[config.mk]
export PLATFORM = sky130hd
export DESIGN_NAME = hazard_forward_unit
export DESIGN_NICKNAME = d
export VERILOG_FILES = /design/src/rtl/hazard_forward_unit_pkg.sv /design/src/rtl/hazard_forward_unit_fwd.sv /design/src/rtl/hazard_forward_unit.sv
export SDC_FILE = /design/constraint.sdc
export NUM_CORES = 1
export LEC_CHECK = 0
export BUFFER_PORTS_ARGS = -buffer_cell sky130_fd_sc_hd__buf_2
export CORE_UTILIZATION = 47
export DETAILED_ROUTE_END_ITERATION = 10
export GPL_TIMING_DRIVEN = 0
export PLACE_DENSITY = 0.76
export RECOVER_POWER = 100
export SYNTH_ARGS = -nofsm -noshare
export SYNTH_HDL_FRONTEND = slang
export SYNTH_HIERARCHICAL = 1
export SYNTH_SLANG_ARGS = --single-unit
[constraint.sdc]
create_clock -name Clk -period 3.5 [get_ports Clk]
set_clock_uncertainty 0.1 [all_clocks]
set_input_delay 0.175 -clock Clk [delete_from_list [all_inputs] [get_ports Clk]]
set_output_delay 0.175 -clock Clk [all_outputs]
set_load 0.01 [all_outputs]
[src/rtl/hazard_forward_unit_pkg.sv]
// -----------------------------------------------------------------------------
// hazard_forward_unit_pkg
// Shared definitions for the ID-stage hazard/forwarding unit of the five-stage
// MIPS pipeline: operand-mux select codes, the shadow-pipeline entry types and
// the single "does this stage produce my source register" predicate that every
// comparator in the unit uses.
// -----------------------------------------------------------------------------
package hazard_forward_unit_pkg;

    localparam int SHD_REG_BITS = 5;

    // Operand-mux select codes, shared by the EX ALU muxes and ID branch muxes.
    localparam logic [1:0] SEL_RF     = 2'd0;
    localparam logic [1:0] SEL_EXMEM  = 2'd1;
    localparam logic [1:0] SEL_MEMWB  = 2'd2;
    localparam logic [1:0] SEL_POSTWB = 2'd3;

    typedef struct packed {
        logic [SHD_REG_BITS-1:0] dest;
        logic                    regWrite;
        logic                    memRead;
    } shadow_t;

    // The post-WB latch only needs to know who was written, not how.
    typedef struct packed {
        logic [SHD_REG_BITS-1:0] dest;
        logic                    regWrite;
    } post_t;

    localparam shadow_t SHADOW_BUBBLE = '0;

    // Keeps dest and regWrite, drops memRead: a match ignores producer type.
    localparam logic [SHD_REG_BITS+1:0] MATCH_MASK = {{SHD_REG_BITS{1'b1}}, 2'b10};

    // A stage supplies the source when it writes a non-zero register equal to
    // the source and the consuming instruction actually reads that source.
    function automatic logic stageMatch(shadow_t entry,
                                        logic [SHD_REG_BITS-1:0] src,
                                        logic used);
        return used && (src != '0) && ((entry & MATCH_MASK) == {src, 2'b10});
    endfunction

endpackage

[src/rtl/hazard_forward_unit_fwd.sv]
// -----------------------------------------------------------------------------
// fwd_match
// Per-source priority comparator. Given one source register and three shadow
// entries ordered nearest-first, returns the select of the nearest producer.
// Ports:
//   src        source register specifier
//   used       the instruction really reads src
//   nearEntry  nearest producer candidate  -> SEL_EXMEM on match
//   midEntry   next producer candidate     -> SEL_MEMWB on match
//   farEntry   farthest producer candidate -> SEL_POSTWB on match
//   sel        resulting 2-bit mux select (SEL_RF when nothing matches)
// -----------------------------------------------------------------------------
module fwd_match
    import hazard_forward_unit_pkg::*;
(
    input  logic [SHD_REG_BITS-1:0] src,
    input  logic                    used,
    input  shadow_t                 nearEntry,
    input  shadow_t                 midEntry,
    input  shadow_t                 farEntry,
    output logic [1:0]              sel
);

    always_comb begin
        sel = SEL_RF;
        if (stageMatch(nearEntry, src, used)) begin
            sel = SEL_EXMEM;
        end else if (stageMatch(midEntry, src, used)) begin
            sel = SEL_MEMWB;
        end else if (stageMatch(farEntry, src, used)) begin
            sel = SEL_POSTWB;
        end
    end

endmodule

[src/rtl/hazard_forward_unit.sv]
// -----------------------------------------------------------------------------
// hazard_forward_unit
// ID-stage hazard detection and forwarding control. Tracks destination info of
// the instructions in EX, MEM and WB (plus the register written last cycle),
// drives the EX ALU-operand mux selects (registered, shown during the
// consumer's EX cycle), the ID branch-comparator selects (combinational) and
// the pipeline Stall, and counts stall cycles.
// Ports:
//   Clk, Reset            clock, synchronous active-high reset
//   IdValid..IdFlush      decoded info of the instruction currently in ID
//   FwdASel, FwdBSel      EX operand mux selects (registered)
//   BrASel, BrBSel        ID branch comparator selects (combinational)
//   Stall                 hold PC and IF/ID, bubble into ID/EX
//   StallCount            number of Stall cycles since reset, wrapping
// -----------------------------------------------------------------------------
module hazard_forward_unit
    import hazard_forward_unit_pkg::*;
#(
    parameter int REG_BITS = SHD_REG_BITS,
    parameter int CNT_BITS = 32
) (
    input  logic                Clk,
    input  logic                Reset,
    input  logic                IdValid,
    input  logic [REG_BITS-1:0] IdRs,
    input  logic [REG_BITS-1:0] IdRt,
    input  logic                IdUsesRs,
    input  logic                IdUsesRt,
    input  logic                IdIsBranch,
    input  logic [REG_BITS-1:0] IdDest,
    input  logic                IdRegWrite,
    input  logic                IdMemRead,
    input  logic                IdFlush,
    output logic [1:0]          FwdASel,
    output logic [1:0]          FwdBSel,
    output logic [1:0]          BrASel,
    output logic [1:0]          BrBSel,
    output logic                Stall,
    output logic [CNT_BITS-1:0] StallCount
);

    shadow_t exShd_p1;
    shadow_t memShd_p2;
    shadow_t wbShd_p3;
    post_t   postShd_p4;

    shadow_t    idEntry;
    shadow_t    memBrEntry;
    logic [1:0] fwdARaw;
    logic [1:0] fwdBRaw;
    logic [1:0] brARaw;
    logic [1:0] brBRaw;
    logic       exHit;
    logic       memLoadHit;
    logic       loadEx;

    // ---- ID: hazard evaluation against the shadow pipeline ----
    always_comb begin
        idEntry          = '{dest: IdDest, regWrite: IdRegWrite, memRead: IdMemRead};
        // A load in MEM has no value on the EX/MEM bus yet, so the branch
        // comparator must not pick it; the stall covers that case instead.
        memBrEntry       = memShd_p2;
        if (memShd_p2.memRead) begin
            memBrEntry.regWrite = 1'b0;
        end
    end

    fwd_match uFwdA (
        .src(IdRs), .used(IdUsesRs),
        .nearEntry(exShd_p1), .midEntry(memShd_p2), .farEntry(wbShd_p3),
        .sel(fwdARaw)
    );

    fwd_match uFwdB (
        .src(IdRt), .used(IdUsesRt),
        .nearEntry(exShd_p1), .midEntry(memShd_p2), .farEntry(wbShd_p3),
        .sel(fwdBRaw)
    );

    // The branch compares in ID, so its nearest usable producer is MEM (sel 1)
    // and then WB (sel 2); there is no post-WB path for the comparator.
    fwd_match uBrA (
        .src(IdRs), .used(IdUsesRs),
        .nearEntry(memBrEntry), .midEntry(wbShd_p3), .farEntry(SHADOW_BUBBLE),
        .sel(brARaw)
    );

    fwd_match uBrB (
        .src(IdRt), .used(IdUsesRt),
        .nearEntry(memBrEntry), .midEntry(wbShd_p3), .farEntry(SHADOW_BUBBLE),
        .sel(brBRaw)
    );

    always_comb begin
        // EX-forward comparator returns SEL_EXMEM exactly when EX matches.
        exHit      = (fwdARaw == SEL_EXMEM) || (fwdBRaw == SEL_EXMEM);
        memLoadHit = memShd_p2.memRead &&
                     (stageMatch(memShd_p2, IdRs, IdUsesRs) ||
                      stageMatch(memShd_p2, IdRt, IdUsesRt));
        Stall      = IdValid &&
                     ((exHit && (exShd_p1.memRead || IdIsBranch)) ||
                      (IdIsBranch && memLoadHit));
        // Stall outranks a concurrent flush: the held instruction stays live.
        loadEx     = IdValid && !Stall && !IdFlush;
        BrASel     = IdIsBranch ? brARaw : SEL_RF;
        BrBSel     = IdIsBranch ? brBRaw : SEL_RF;
    end

    // ---- ID/EX boundary: shadow pipeline advance, forward selects, counter ----
    always_ff @(posedge Clk) begin
        if (Reset) begin
            exShd_p1   <= SHADOW_BUBBLE;
            memShd_p2  <= SHADOW_BUBBLE;
            wbShd_p3   <= SHADOW_BUBBLE;
            postShd_p4 <= '0;
            FwdASel    <= SEL_RF;
            FwdBSel    <= SEL_RF;
            StallCount <= '0;
        end else begin
            exShd_p1   <= loadEx ? idEntry : SHADOW_BUBBLE;
            memShd_p2  <= exShd_p1;
            wbShd_p3   <= memShd_p2;
            postShd_p4 <= '{dest: wbShd_p3.dest, regWrite: wbShd_p3.regWrite};
            FwdASel    <= loadEx ? fwdARaw : SEL_RF;
            FwdBSel    <= loadEx ? fwdBRaw : SEL_RF;
            StallCount <= StallCount + {{(CNT_BITS-1){1'b0}}, Stall};
        end
    end

    // A post-WB select is only meaningful if the post latch holds a real write.
    postWbLive: assert property (@(posedge Clk) disable iff (Reset)
        ((FwdASel == SEL_POSTWB) || (FwdBSel == SEL_POSTWB)) |->
        (postShd_p4.regWrite && (postShd_p4.dest != '0)));

endmodule
# After elaboration in Yosys (flattened, before gate mapping)
# Cells that the tools add are included.
[word_totals] regBits=56 out_inout_bits=41 input_bits=24 word_cells=67
[op_classes] eq_ne=10 bitwise=1 add_sub_neg=1 n_mux=15 n_reduce_logical=29
[op_table] operator="$eq A6 B6 Y1" n=8
[op_table] operator="$add A32 B1 Y32" n=1
[op_table] operator="$mux W2" n=14
[op_table] operator="$logic_and A1 B1 Y1" n=18
[op_table] operator="$logic_not A7 Y1" n=2
[op_table] operator="$reduce_bool A5 Y1" n=2
[op_table] operator="$eq A2 B1 Y1 const B" n=2
[op_table] operator="$logic_or A1 B1 Y1" n=4
[op_table] operator="$logic_not A1 Y1" n=2
[op_table] operator="$reduce_or A2 Y1" n=1
[op_table] operator="$mux W1" n=1
[op_table] operator="$not A1 Y1" n=1

# Depth between registers and ports, before layout
[logic_depth] depth_word=16 mapped_depth=16 depth_no_buf=14

# Cells and area by module
# The synthesis kept the hierarchy.
[modules_own_cells] module="hazard_forward_unit" area_each_um2=2448.6 cells_each=271 instances=1
[modules_own_cells] module="fwd_match" area_each_um2=207.7 cells_each=26 instances=4

# Worst setup path before layout
# OpenSTA, ideal clock, no wires.
[synth_timing] path_type="input port to flip-flop" start="input IdRt[1]" end="register StallCount[28]" slack_ps=-109 required_time_ps=3330 path_stages=15 arrival_time_ps=3439 path_buffers=1 setup_ps=70 cell_sequence="or4_1 o21a_1 and4_4 o21ai_1 nor2b_1 o22ai_1 inv_1 o31a_1 ha_1 ha_1 nand2_1 or4_1 buf_2 or4_1 a21oi_1"
[synth_via] elab_chain_cells=12
[synth_lines] element="from (decl)" line="hazard_forward_unit.sv:26" rtl="input logic [REG_BITS-1:0] IdRt,"
[synth_lines] element="$reduce_bool A5 Y1" line="hazard_forward_unit_pkg.sv:40" rtl="return used && (src != '0) && ((entry & MATCH_MASK) == {src, 2'b10});"
[synth_lines] element="$logic_and A1 B1 Y1 (2 in series)" line="hazard_forward_unit_pkg.sv:40"
[synth_lines] element="$mux W2" line="hazard_forward_unit_fwd.sv:30" rtl="end else if (stageMatch(farEntry, src, used)) begin"
[synth_lines] element="$mux W2" line="hazard_forward_unit_fwd.sv:28" rtl="end else if (stageMatch(midEntry, src, used)) begin"
[synth_lines] element="$mux W2 *" line="hazard_forward_unit_fwd.sv:26" rtl="if (stageMatch(nearEntry, src, used)) begin"
[synth_lines] element="via fwdBRaw[0]" line="hazard_forward_unit.sv:50" rtl="logic [1:0] fwdBRaw;"
[synth_lines] element="$eq A2 B1 Y1 *" line="hazard_forward_unit.sv:96" rtl="exHit = (fwdARaw == SEL_EXMEM) || (fwdBRaw == SEL_EXMEM);"
[synth_lines] element="$logic_or A1 B1 Y1 *" line="hazard_forward_unit.sv:96"
[synth_lines] element="$logic_and A1 B1 Y1 *" line="hazard_forward_unit.sv:101" rtl="((exHit && (exShd_p1.memRead || IdIsBranch)) ||"
[synth_lines] element="$logic_or A1 B1 Y1 *" line="hazard_forward_unit.sv:101"
[synth_lines] element="$logic_and A1 B1 Y1 *" line="hazard_forward_unit.sv:100" rtl="Stall = IdValid &&"
[synth_lines] element="via Stall" line="hazard_forward_unit.sv:38" rtl="output logic Stall,"
[synth_lines] element="$add A32 B1 Y32 *" line="hazard_forward_unit.sv:126" rtl="StallCount <= StallCount + {{(CNT_BITS-1){1'b0}}, Stall};"
[synth_lines] element="to (signal assigned)" line="hazard_forward_unit.sv:126"
[synth_lines] element="to (decl)" line="hazard_forward_unit.sv:39" rtl="output logic [CNT_BITS-1:0] StallCount"
# Mark *: on every way through the listed nets, which the timed path passes. The rest lies on a longest branch.
# A chain may end at the register's enable or synchronous reset.

# Worst setup path after layout
[layout_timing] start="register wbShd_p3[3] in the netlist's numbering" end="register StallCount[22]"
[layout_via] elab_chain_cells=11
[layout_lines] element="from (decl)" line="hazard_forward_unit.sv:44" rtl="shadow_t wbShd_p3;"
[layout_lines] element="from (signal assigned)" line="hazard_forward_unit.sv:122" rtl="wbShd_p3 <= memShd_p2;"
[layout_lines] element="$eq A6 B6 Y1" line="hazard_forward_unit_pkg.sv:40"
[layout_lines] element="$logic_and A1 B1 Y1" line="hazard_forward_unit_pkg.sv:40"
[layout_lines] element="$mux W2" line="hazard_forward_unit_fwd.sv:30"
[layout_lines] element="$mux W2" line="hazard_forward_unit_fwd.sv:28"
[layout_lines] element="$mux W2" line="hazard_forward_unit_fwd.sv:26"
[layout_lines] element="via fwdARaw[0]" line="hazard_forward_unit.sv:49" rtl="logic [1:0] fwdARaw;"
[layout_lines] element="$eq A2 B1 Y1" line="hazard_forward_unit.sv:96"
[layout_lines] element="$logic_or A1 B1 Y1" line="hazard_forward_unit.sv:96"
[layout_lines] element="$logic_and A1 B1 Y1" line="hazard_forward_unit.sv:101"
[layout_lines] element="$logic_or A1 B1 Y1" line="hazard_forward_unit.sv:101"
[layout_lines] element="$logic_and A1 B1 Y1" line="hazard_forward_unit.sv:100"
[layout_lines] element="$add A32 B1 Y32" line="hazard_forward_unit.sv:126"
# The timed path passes the listed nets, and every way through them passes these cells.

==> out/metrics.cfg <==
[cts]
clk_latency_ns = 0.31
clockBufferDepth = 2
clkSinkCount = 56
root_buffer = clkbuf_8
cts_made_buffers = 5
cts_tree = yes
htree_levels = 2
clk_pin_slew_ns = 0.10

[logic_synthesis]
synth_area_mm2 = 0.00325
syn_area_per_cell_um2 = 8.72
synthCells = 373
ys.warnings.count = 6

[cells_and_area]
diodes = 0
utilization = 0.618
stdcell_area_mm2 = 0.00404
n_fill_cell = 578
syn_to_final_growth_pct = 24.1
layout-drive-gt1-share = 0.192
nets = 494

[routing]
ant_nets = 0
vias_per_cell = 5.70
wl_um = 8300
drt_iter0_drc = 192
drc = 0
wl_per_cell_um = 15.2
dr.pass1.iters = 4
vias = 3113

[floorplanning]
die_h_um = 85.2
fp.dieArea_mm2 = 0.00726
rows = 29
start_util = 0.498
die_w_um = 85.2
core_area_mm2 = 0.00653
ios = 65

[timing]
setup_viol = 4
finalMaxSlewViolations = 0
rsz0062_at_grt = true
layout_min_cycle_time_ns = 3.56
holdWs_ns = 0.00502
worst_pin_slew_ns = 0.586
fmaxAchievable_mhz = 281
setup_tns_ns = -0.186
timing.final.crit_share = 1.02
max-slew-margin-rel = 0.605
setup_ws_ns = -0.0626
hold_violations = 0

[min_path]
min_path_type = in2reg
whs_path_depth = 3

[place]
dpl_cell_area_mm2 = 0.00374
finalWeightedCongestion = 0.840
io_buffers = 64
dp_hpwl_um = 5790

[flow_run]
maxCapViolations = 0

[power]
pwr_density_cell_mw_per_mm2 = 282
power_leakage_uw = 0.00150
ir_worst_vdd_v = 0.000209

[worst_setup_path]
critPathMaxFanout = 5
worst-endpoint-arrival_ns = 3.71
worstPathRequired_ns = 3.65
worst_r2r_path_depth = 15
critPathKind = reg2reg
cp-end-kind = flop
cp-start-kind = flop

[grt]
grt_pass1_vias = 3038
antenna_found_initial = 0
use_met3 = 0.0535
grtUsageMet1 = 0.280
grt.total_usage = 0.236
grtUsageMet2 = 0.412
grt_pass1_wl_um = 13800
grt_max_degree = 17
grt.overflow.total = 0
grt.busiest_layer = met2

[status]
violations = setup timing
status = finished, violations left

-- worst paths after layout --
kind,startpoint,to,slack [ns]
setup / recovery,wbShd_p3[3],StallCount[22],-0.06
hold / removal,IdDest[0],exShd_p1[2],0.005
setup reg to reg,wbShd_p3[3],StallCount[22],-0.06
hold reg to reg,exShd_p1[0],memBrEntry[0],0.40
-- stage by stage --
| stage | instances | worst slack [ns] | power, uW |
|---|---|---|---|
| floorplan | 384 | 0.0413 | 728 |
| global placement | 525 | -0.402 | 774 |
| detailed placement | 525 | -0.467 | 779 |
| CTS | 542 | -0.00557 | 1140 |
| global route | 546 | -0.171 | 1180 |
| finish | 546 | -0.0626 | 1140 |
-- per-layer routing --
| layer | vias up | share of wire | routed length [um] |
|---|---|---|---|
| met3 | 17 | 0.060 | 500 |
| met2 | 95 | 0.49 | 4060 |
| met5 | - | 0 | 0 |
| li1 | 1537 | - | - |
| met4 | 0 | 0.020 | 170 |
| met1 | 1464 | 0.43 | 3580 |
-- registers in the layout, indices dropped and copies added, names as in the netlist --
name	count
memShd_p2	1
wbShd_p3	6
StallCount	32
exShd_p1	7
FwdASel	2
memBrEntry	6
FwdBSel	2
-- area by class of cell --
class,count,area [um2],area share
inverters,7,26.3,0.00651
multi-input cells,305,2230,0.552
clock buffers,6,82.6,0.0205
repair buffers,77,372,0.0920
plain buffers,16,90.1,0.0223
clock inverters,2,10.0,0.00248
well taps,77,96.3,0.0239
flip-flops and latches,56,1130,0.280
-- what timing repair did --
item	in CTS	in global routing
setup buffers	8	4
hold buffers	0	0
cloned	1	0
pin swaps	12	14
gates resized for setup	20	20
setup endpoints to repair	19	19
-- power breakdown --
part	total (uW)	switching (uW)	leakage, uW	internal (uW)
clock	369	210	0.0000510	159
combinational	122	72.6	0.000996	49.1
sequential	647	7.25	0.000455	640
-- layout by cell type (no fill, tap or decap), types with 12 or more instances in the layout --
cell type,n
clkbuf_1,46
nand3_1,13
buf_2,30
xor2_1,49
nor2_1,15
a21oi_1,16
dfxtp_1,51
xnor2_1,28
nor4_1,12
nor3_1,15
nand4_1,18
or4_1,14
nor2b_1,18
buf_4,12
conb_1,12
-- worst max-delay path, stage by stage, from the launching register on --
cell and delay, ns:
dfxtp_4 0.37, xor2_2 0.14, nor4_2 0.32, nand4_1 0.22, o21ai_2 0.22, nor2b_4 0.19, o22ai_4 0.07, inv_1 0.06
o31a_1 0.22, ha_4 0.19, ha_4 0.15, nand2_4 0.05, or4_4 0.43, buf_6 0.15, or4_4 0.48, a21oi_2 0.14
No activity file was read; power rests on OpenSTA's default activity.
